--- src/rtl/ecg_axis_packetizer.sv ---
// Drains the sample FIFO into fixed-length AXI4-Stream frames through a 2-entry skid buffer.
// Optional SEQ_HEADER_EN prepends a {16'hEC60, frame_cnt} header beat to every frame.
module ecg_axis_packetizer #(
    parameter int DATA_WIDTH = 32,
    parameter int FRAME_LEN  = 16
) (
    input  logic                  ACLK,
    input  logic                  ARESET,
    input  logic                  enable,
    input  logic                  fifo_empty,
    output logic                  fifo_rd_en,
    input  logic [DATA_WIDTH-1:0] fifo_dout,
    output logic [DATA_WIDTH-1:0] M_AXIS_TDATA,
    output logic                  M_AXIS_TVALID,
    input  logic                  M_AXIS_TREADY,
    output logic                  M_AXIS_TLAST,
    output logic                  busy,
    output logic [15:0]           frame_cnt
);

    localparam logic [15:0] LP_LEN  = 16'(FRAME_LEN);
    localparam logic [15:0] LP_LAST = 16'(FRAME_LEN - 1);

    typedef enum logic [1:0] {
        IDLE = 2'd0,
        DATA = 2'd1
`ifdef SEQ_HEADER_EN
        , HDR = 2'd2
`endif
    } state_t;

    state_t                r_state;
    logic [15:0]           r_issued;
    logic [15:0]           r_frame_cnt;
    logic                  r_inflight;
    logic                  r_inflight_last;
    logic [DATA_WIDTH-1:0] r_buf_data [0:1];
    logic                  r_buf_last [0:1];
    logic                  r_rd_ptr;
    logic                  r_wr_ptr;
    logic [1:0]            r_buf_cnt;

    logic                  w_pop;
    logic                  w_push;
    logic                  w_push_last;
    logic                  w_rd_en;
    logic [DATA_WIDTH-1:0] w_push_data;
    logic [2:0]            w_occ;

`ifdef SEQ_HEADER_EN
    logic [DATA_WIDTH-1:0] w_hdr;
    assign w_hdr = DATA_WIDTH'({16'hEC60, r_frame_cnt});
`endif

    always_comb begin
        w_pop       = (r_buf_cnt != 2'd0) && M_AXIS_TREADY;
        // A pop in this cycle frees its slot, which is what sustains one word per cycle.
        w_occ       = 3'(r_buf_cnt) + 3'(r_inflight) - 3'(w_pop);
        w_rd_en     = (r_state == DATA) && !fifo_empty && (w_occ < 3'd2) && (r_issued < LP_LEN);
        w_push      = r_inflight;
        w_push_data = fifo_dout;
        w_push_last = r_inflight_last;
`ifdef SEQ_HEADER_EN
        if (r_state == HDR && r_buf_cnt != 2'd2) begin
            w_push      = 1'b1;
            w_push_data = w_hdr;
            w_push_last = 1'b0;
        end
`endif
    end

    always_ff @(posedge ACLK) begin
        if (ARESET) begin
            r_state         <= IDLE;
            r_issued        <= '0;
            r_frame_cnt     <= '0;
            r_inflight      <= 1'b0;
            r_inflight_last <= 1'b0;
            r_rd_ptr        <= 1'b0;
            r_wr_ptr        <= 1'b0;
            r_buf_cnt       <= '0;
            for (int unsigned i = 0; i < 2; i++) begin
                r_buf_data[i] <= '0;
                r_buf_last[i] <= 1'b0;
            end
        end else begin
            r_inflight      <= w_rd_en;
            r_inflight_last <= w_rd_en && (r_issued == LP_LAST);
            if (w_push) begin
                r_buf_data[r_wr_ptr] <= w_push_data;
                r_buf_last[r_wr_ptr] <= w_push_last;
                r_wr_ptr             <= ~r_wr_ptr;
            end
            if (w_pop) begin
                r_rd_ptr <= ~r_rd_ptr;
            end
            r_buf_cnt <= r_buf_cnt + 2'(w_push) - 2'(w_pop);

            case (r_state)
                IDLE: begin
                    r_issued <= '0;
                    if (enable && !fifo_empty) begin
`ifdef SEQ_HEADER_EN
                        r_state <= HDR;
`else
                        r_state <= DATA;
`endif
                    end
                end
`ifdef SEQ_HEADER_EN
                HDR: begin
                    if (r_buf_cnt != 2'd2) begin
                        r_state <= DATA;
                    end
                end
`endif
                DATA: begin
                    if (w_rd_en) begin
                        r_issued <= r_issued + 16'd1;
                    end
                    if (w_pop && r_buf_last[r_rd_ptr]) begin
                        r_state     <= IDLE;
                        r_frame_cnt <= r_frame_cnt + 16'd1;
                    end
                end
                default: r_state <= IDLE;
            endcase
        end
    end

    assign fifo_rd_en    = w_rd_en;
    assign M_AXIS_TDATA  = r_buf_data[r_rd_ptr];
    assign M_AXIS_TLAST  = r_buf_last[r_rd_ptr];
    assign M_AXIS_TVALID = (r_buf_cnt != 2'd0);
    assign busy          = (r_state != IDLE);
    assign frame_cnt     = r_frame_cnt;

endmodule

--- config.mk ---
export PLATFORM = sky130hd
export DESIGN_NAME = ecg_axis_packetizer
export DESIGN_NICKNAME = d
export VERILOG_FILES = /design/src/rtl/ecg_axis_packetizer.sv
export SDC_FILE = /design/constraint.sdc
export NUM_CORES = 1
export LEC_CHECK = 0
export ABC_AREA = 0
export CORE_UTILIZATION = 51
export CTS_CLUSTER_DIAMETER = 60
export DETAILED_ROUTE_END_ITERATION = 8
export PLACE_DENSITY = 0.79
export RECOVER_POWER = 25
export SETUP_SLACK_MARGIN = 0.2
export SLEW_MARGIN = 20
export SYNTH_ARGS = -nofsm -noshare
export SYNTH_HDL_FRONTEND = slang
export SYNTH_SLANG_ARGS = --single-unit
--- constraint.sdc ---
create_clock -name ACLK -period 7.49 [get_ports ACLK]
set_input_delay 0.749 -clock ACLK [delete_from_list [all_inputs] [get_ports ACLK]]
set_output_delay 0.749 -clock ACLK [all_outputs]
set_load 0.1 [all_outputs]
* Word-level counts from Yosys, hierarchy flattened *
Memories as Yosys holds them, arrays and structs flattened. A register that Yosys moved wholly into a read port is not among the register bits.
Index checks and enable logic that the tools add are counted.

cells by class
  $add $sub $neg = 6
  order comparisons = 2
  eq/ne operators = 5
  multiplexer cells = 20
  bitwise logic cells = 2
  reductions and logical operators = 17

operators with widths
  cell                     number
  $add A16 B1 Y16 const B  2
  $mux W32                 1
  $pmux W16 S2             1
  $reduce_or A32 Y1        1
  $eq A16 B4 Y1 const B    1
  $lt A16 B5 Y1 const B    1
  $mux W16                 1
  $mux W1                  14
  $logic_and A1 B1 Y1      7
  $reduce_and A2 Y1        3
  $reduce_bool A2 Y1       3
  $mux W2                  2
  $ne A2 B2 Y1 const B     2
  $pmux W2 S2              1
  $add A2 B1 Y3            1
  $lt A3 B2 Y1 const B     1
  $sub A3 B1 Y3            1
  $add A2 B1 Y2            1
  $eq A2 B1 Y1 const B     1
  $logic_not A2 Y1         1
  $ne A2 B1 Y1 const B     1
  $not A1 Y1               2
  $sub A2 B1 Y2            1
  $logic_not A1 Y1         1
  $reduce_or A1 Y1         1

storage, ports and cells
  register bits after elaboration = 40
  bits in writable memories = 66
  bits of input ports = 37
  output and inout bits = 52
  logic and storage cells = 62
  memories kept = 2

memory list
  name        depth  bits a word  rd ports  clocked after memory_dff  wr ports  RTL line  RTL
  r_buf_data  2      32           1         1                         2         37        logic [DATA_WIDTH-1:0] r_buf_data [0:1];
  r_buf_last  2      1            1         1                         2         38        logic r_buf_last [0:1];

* Longest topological paths before layout *
Gate-level depths: netlist of run 1.

  depth in word-level cells = 8
  gate-level depth with buffers = 10

* Worst setup path before layout of run 1 *
No wires, ideal clock.

  path type = flip-flop to output port
  start = register r_buf_cnt[1]
  end = output port fifo_rd_en
  arrival time = 3.307 ns
  path slack = 3.434 ns
  cell stages (with the launch flop) = 11
  path buffers = 0
  cells stage by stage = dfxtp_1 > or2_2 > and2_1 > ha_1 > inv_1 > ha_1 > fa_1 > nor3_1 > nand3_1 > or2_2 > inv_1

on the way
  cells in the longest elaborated chain, start to end = 6
  elaborated cells on any way between the ends = 7

RTL lines
  element                           RTL line  RTL
  start, declared                   41        logic [1:0] r_buf_cnt;
  start signal, assigned            97        r_buf_cnt <= r_buf_cnt + 2'(w_push) - 2'(w_pop);
  $reduce_bool A2 Y1                --
  net M_AXIS_TVALID                 14        output logic M_AXIS_TVALID,
  $logic_and A1 B1 Y1               56        w_pop = (r_buf_cnt != 2'd0) && M_AXIS_TREADY;
  net w_pop                         43        logic w_pop;
  $sub A3 B1 Y3                     58        w_occ = 3'(r_buf_cnt) + 3'(r_inflight) - 3'(w_pop);
  net w_occ[1]                      48        logic [2:0] w_occ;
  $lt A3 B2 Y1                      59        w_rd_en = (r_state == DATA) && !fifo_empty && (w_occ < 3'd2) && (r_issued < LP_LEN);
  $logic_and A1 B1 Y1 (2 in a row)  59
  end, declared                     11        output logic fifo_rd_en,

The timed path passes the listed nets, and every way through them passes these cells.

* Worst setup path after layout of run 1 *
  start = input port M_AXIS_TREADY
  end = output port fifo_rd_en

on the way
  cells in the longest elaborated chain, start to end = 5

RTL lines
  element                           RTL line  RTL
  start, declared                   15        input logic M_AXIS_TREADY,
  $logic_and A1 B1 Y1               56
  net w_pop                         43
  $sub A3 B1 Y3                     58
  net w_occ[1]                      48
  $lt A3 B2 Y1                      59
  $logic_and A1 B1 Y1 (2 in a row)  59

The timed path passes the listed nets, and every way through them passes these cells.

==> run_results.csv, run 1 <==
group,metric,value,unit
clock_tree,htree_levels,3,
place,dpl.hpwl,5340,µm
worst_setup_path,cp_data_arrival_time,4320,ps
worst_setup_path,worst_path_dominant_cell_family,"buffers and inverters",
clock_tree,cts.clk_slew.worst_paths,100,ps
grt,grt_antenna_before_repair,0,
worst_setup_path,endpoint,"fifo_rd_en",
worst_setup_path,worstSetupStartpointType,"input pin",
place,pre_cts_ws,2470,ps
logic_synthesis,ys_seq_elements,106,
pwr,power_density,301,mW/mm²
layout,diodes,0,
sta,fin_crit,5070,ps
logic_synthesis,synth_seq_area_share,0.624,
sta,setup_ws,2420,ps
sta,finalHoldViolations,0,
logic_synthesis,synth_nets,398,
clock_tree,clk_path_buf_depth,2,
worst_setup_path,timing.critical_path.buf_inv,4,
pwr,power.share.clock,0.208,
logic_synthesis,ys_top_cells_by_area,"edfxtp_1 (44%), dfxtp_1 (18%), and2_1 (11%), mux2_2 (8.1%), xnor2_1 (1.8%)",
worst_setup_path,critical_path_class,"input pin to output pin",
logic_synthesis,synth_ff_type,"edfxtp_1",
pwr,power.switching,0.000697,W
drt,drt-pass1-iter-count,4,
logic_synthesis,synth_top_area_frac,0.444,
logic_synthesis,synth_edf_count,66,
worst_setup_path,required,6740,ps
worst_setup_path,startpoint,"M_AXIS_TREADY",
floorplan,die_area,0.00912,mm²
clock_tree,cts_tree,"yes",
grt,grtUsageTotal,0.191,
outcome,run_status,"finished, final reports clean",
logic_synthesis,async_flop_share,0,
layout,fillers,628,
drt,drt_iter0_drc,67,
clock_tree,clock_latency,350,ps
grt,grt_max_degree,35,
pwr,power_frac_seq,0.394,
worst_setup_path,reg2reg_from,"r_buf_cnt[1]",
clock_tree,root_buffer,"clkbuf_8",
grt,grt_pass1_wl,13100,µm
drt,vias_per_cell,5.26,
clock_tree,post_cts.repair.setup_buffers,0,
sta,fmax,0.197,GHz
drt,wl,8340,µm
logic_synthesis,yosysTopAreaCell,"edfxtp_1",
floorplan,start_util,0.535,
clock_tree,postCtsHoldBufs,0,
layout,num-nets-final,486,
place,gp_congestion,0.772,
floorplan,die_h,95.5,µm
logic_synthesis,synth_common_cells,"and2_1 (78), edfxtp_1 (66), dfxtp_1 (40), mux2_2 (32), clkbuf_1 (14)",
drt,drc,0,
worst_setup_path,slowest_stage,"clkdlybuf4s50_1",
drt,antenna_left,0,
clock_tree,cts_resized,0,
sta,setup_viol_count_final,0,
logic_synthesis,syn_inst,356,
pwr,cellLeakagePower,2.01,nW
worst_setup_path,cp-end-kind,"output pin",
sta,post-route-period-util,0.677,
place,io_buffers,88,
worst_setup_path,crit_chain,"clkdlybuf4s50_1 > and2_1 > ha_1 > inv_1 > ha_1 > fa_1 > nor3_1 > nand3_1 > or2_2 > inv_1 > clkdlybuf4s50_1",
worst_setup_path,rr_endpoint,"r_issued[3]",
drt,wl_per_cell,15.1,µm
worst_setup_path,reg2reg_setup_slack,4530,ps
logic_synthesis,syn_area,0.00446,mm²
drt,num_vias,2914,
sta,final.setup_skew,10.7,ps
sta,final_max_slew_viol_count,0,
clock_tree,cts-buffers-inserted,9,
logic_synthesis,synth.most_common_cell,"and2_1",
layout,areaGrowthSynthToFinish,26.2,%
worst_setup_path,crit_cells,11,
grt,gr-total-overflow,0,
logic_synthesis,yosysWarnings,0,
clock_tree,clock_sinks,106,
logic_synthesis,synth_area_per_cell,12.5,µm²
floorplan,io_pins,89,
grt,grt_pass1_vias,2888,
pwr,pwr-share-comb,0.399,
sta,rsz0062_at_grt,"no",
sta,setup_tns,0,ps
sta,max_slew_margin,0.158,
worst_setup_path,critPathMaxStageDelay,1120,ps
pwr,p_sw_frac,0.411,
pwr,internal-power,0.000998,W
pwr,vdd_drop_max,0.177,mV
min_path,min_path_type,"register to register",
worst_setup_path,cp_max_fo,9,
floorplan,rows,33,
worst_setup_path,rr_worst_depth,10,
layout,drive_above_1_share,0.120,
job,maxCapViolCount,0,
floorplan,core,0.00834,mm²
sta,worstMarginPinSlew,1260,ps
logic_synthesis,synth.distinct_cells,36,
floorplan,dieWidth,95.5,µm
## logic make-up after synthesis
logic type / after synthesis / share of synthesized area
DFF: 106 / 0.624
and+or+nand+nor: 145 / 0.194
AOI/OAI and AO/OA: 28 / 0.0359
xor gates and xnor gates: 11 / 0.0216
buffers and inverters: 28 / 0.0261
adders and majority gates: 5 / 0.0157
muxes: 33 / 0.0831
## layer usage
layer	GRT usage	up-vias	wire, µm
met3	0.0367	10	470
met1	0.237	1405	3690
met2	0.335	81	4090
met4	0.0597	0	91
met5	0	-	0
li1	-	1418	-
## area by class of cell
| type | count | area [µm²] | area share |
|---|---|---|---|
| Clock buffer | 13 | 183 | 0.0325 |
| Clock inverter | 3 | 18.8 | 0.00333 |
| Inverter | 12 | 45.0 | 0.00800 |
| Multi-Input combinational cell | 222 | 1560 | 0.277 |
| Sequential cell | 106 | 2780 | 0.494 |
| Tap cell | 105 | 131 | 0.0233 |
| Timing Repair Buffer | 93 | 907 | 0.161 |
## sequential cells by signal, indices dropped and copies added (netlist names), named ones only
register,flops
frame_cnt,16
r_buf_cnt,2
r_buf_data,64
r_buf_last,2
r_inflight,1
r_inflight_last,1
r_issued,16
r_rd_ptr,1
r_state,1
r_wr_ptr,1
## worst min path at each step
stage,depth (start not counted),endpoint,from,slack [ps]
detailed placement,1,r_issued[7],r_issued[7],450
global placement,1,r_issued[8],r_issued[8],440
global route,1,r_issued[6],r_issued[6],480
floorplan,1,r_issued[13],r_issued[13],430
CTS,1,r_issued[6],r_issued[6],470
finish,1,r_issued[6],r_issued[6],470
## placed cells by master, fill, tap and decap left out, types with 10 or more instances in the layout
cell / instances
a21oi_1: 12
and2_0: 21
and2_1: 57
clkdlybuf4s50_1: 87
dfxtp_1: 40
edfxtp_1: 66
inv_1: 12
mux2_2: 32
nor2_1: 13
o21ai_0: 10
## power groups by stage
| stage | registers, W | clock network, W | logic, W |
|---|---|---|---|
| 2_1_floorplan | 0.000681 | 0 | 0.000533 |
| 3_3_place_gp | 0.000679 | 0 | 0.000676 |
| 3_5_place_dp | 0.000681 | 0 | 0.000678 |
| 4_1_cts | 0.000668 | 0.000357 | 0.000681 |
| 5_1_grt | 0.000670 | 0.000376 | 0.000705 |
| 6_report | 0.000667 | 0.000352 | 0.000675 |
## metrics by stage
step,utilization,hold slack [ps],cell area [µm²],power (W),instances
final,0.675,472,5630,0.00170,554
after global routing,0.675,482,5630,0.00175,554
after CTS,0.677,471,5650,0.00171,554
after detailed placement,0.653,446,5450,0.00136,538
after global placement,0.653,443,5450,0.00135,538
after floorplan,-,430,4460,0.00121,356
Note: power is estimated with default switching activity, not from simulation.
==> inputs of run 2 (changes only) <==
- clock period: 7.49 -> 4.8 ns (I/O delays scaled with it)
==> run_results.csv, run 2 (synthesis results as in run 1) <==
group,metric,value,unit
outcome,run_status,"finished, final reports clean",
floorplan,dieWidth,95.5,µm
drt,drt_iter0_drc,113,
floorplan,die_h,95.5,µm
place,gp_congestion,0.758,
pwr,pwr-share-comb,0.405,
worst_setup_path,critical_path_class,"register to output pin",
sta,final.setup_skew,10.2,ps
floorplan,die_area,0.00912,mm²
layout,num-nets-final,486,
pwr,internal-power,0.00150,W
worst_setup_path,reg2reg_from,"r_buf_cnt[1]",
worst_setup_path,startpoint,"r_buf_cnt[1]",
sta,rsz0062_at_grt,"no",
grt,grt_pass1_vias,2907,
layout,final_cell_mix,"clkdlybuf4s50_1 (85), edfxtp_1 (66), and2_1 (46), dfxtp_1 (40)",
clock_tree,clk_path_buf_depth,2,
sta,fmax,0.260,GHz
grt,grt_pass1_wl,13100,µm
grt,gr-total-overflow,0,
grt,grt_antenna_before_repair,0,
floorplan,core,0.00834,mm²
layout,diodes,0,
worst_setup_path,cp-end-kind,"output pin",
sta,post-route-period-util,0.800,
drt,vias_per_cell,5.27,
pwr,cellLeakagePower,2.00,nW
layout,drive_above_1_share,0.127,
place,dpl.hpwl,5520,µm
worst_setup_path,required,4320,ps
clock_tree,clock_sinks,106,
place,io_buffers,88,
layout,largest-register,"r_buf_data",
layout,final_cells,554,
min_path,min_path_type,"register to register",
pwr,power_frac_seq,0.399,
layout,largest_register_ffs,64,
layout,layout_commonest_cell,"clkdlybuf4s50_1",
floorplan,rows,33,
grt,grtUsageTotal,0.192,
sta,final_max_slew_viol_count,0,
place,placedCellCount,538,
pwr,p_sw_frac,0.426,
sta,finalHoldViolations,0,
clock_tree,post_cts.repair.setup_buffers,0,
pwr,power_density,466,mW/mm²
clock_tree,cts_resized,0,
drt,drt-pass1-iter-count,4,
clock_tree,cts_tree,"yes",
clock_tree,htree_levels,3,
pwr,power.share.clock,0.196,
clock_tree,cts-buffers-inserted,9,
drt,num_vias,2918,
worst_setup_path,cp_data_arrival_time,3360,ps
sta,setup_viol_count_final,0,
drt,antenna_left,0,
min_path,hp-start,"r_issued[7]",
drt,wl_per_cell,15.2,µm
clock_tree,clock_latency,370,ps
clock_tree,postCtsHoldBufs,0,
sta,setup_tns,0,ps
clock_tree,cts.clk_slew.worst_paths,100,ps
sta,worstMarginPinSlew,1310,ps
drt,drc,0,
floorplan,start_util,0.535,
worst_setup_path,cp_max_fo,9,
pwr,power.switching,0.00111,W
pwr,vdd_drop_max,0.360,mV
layout,postLayoutCoreUtil,0.672,
clock_tree,root_buffer,"clkbuf_8",
worst_setup_path,worstSetupStartpointType,"register",
grt,grt_max_degree,35,
sta,fin_crit,3840,ps
drt,wl,8450,µm
layout,areaGrowthSynthToFinish,25.6,%
floorplan,io_pins,89,
job,maxCapViolCount,0,
sta,max_slew_margin,0.129,
==> run 2: per-stage QoR <==
stage	setup WS, ps	hold slack (ps)	total power, W	instance area, µm²
global route	732	485	0.00270	5600
finish	959	471	0.00261	5600
CTS	930	474	0.00263	5620
detailed placement	1060	445	0.00212	5440
floorplan	1010	430	0.00189	4460
global placement	1200	443	0.00211	5440
==> run 2: power groups by stage <==
stage          combinational (W)  clock [W]  sequential (W)
2_1_floorplan           0.000831          0         0.00106
3_3_place_gp             0.00105          0         0.00106
3_5_place_dp             0.00106          0         0.00106
4_1_cts                  0.00107   0.000519         0.00104
5_1_grt                  0.00110   0.000550         0.00105
6_report                 0.00106   0.000511         0.00104
==> run 2: worst max-delay path, cell delays in order, from the launching register on <==
cell and delay, ps:
dfxtp_1 360, or2_2 290, and2_1 190, ha_1 280, inv_1 40, ha_1 190
fa_1 470, nor3_1 180, nand3_1 250, or2_2 400, inv_1 70, buf_4 280
==> run 2: path summary, 6_finish.rpt <==
path	endpoint	slack (ps)	cells past startpoint
setup / recovery	fifo_rd_en	960	11
hold / removal	r_issued[7]	470	1
setup reg to reg	r_issued[3]	1780	10
hold reg to reg	r_issued[7]	470	1
==> run 2: per-layer routing <==
| layer | global-route usage | wire length, µm | part of all wire |
|---|---|---|---|
| met1 | 0.232 | 3660 | 0.43 |
| met2 | 0.329 | 4140 | 0.49 |
| met3 | 0.0383 | 484 | 0.057 |
| met4 | 0.0908 | 159 | 0.019 |
| met5 | 0 | 0 | 0 |
==> run 2: layout make-up <==
| cell class | instances | area [µm²] |
|---|---|---|
| clock buffer | 9 | 124 |
| clock inverter | 7 | 53.8 |
| fill | 648 | 2740 |
| inverter | 12 | 45.0 |
| multi-input combinational | 222 | 1560 |
| sequential | 106 | 2780 |
| tap | 105 | 131 |
| timing repair buffer | 93 | 906 |
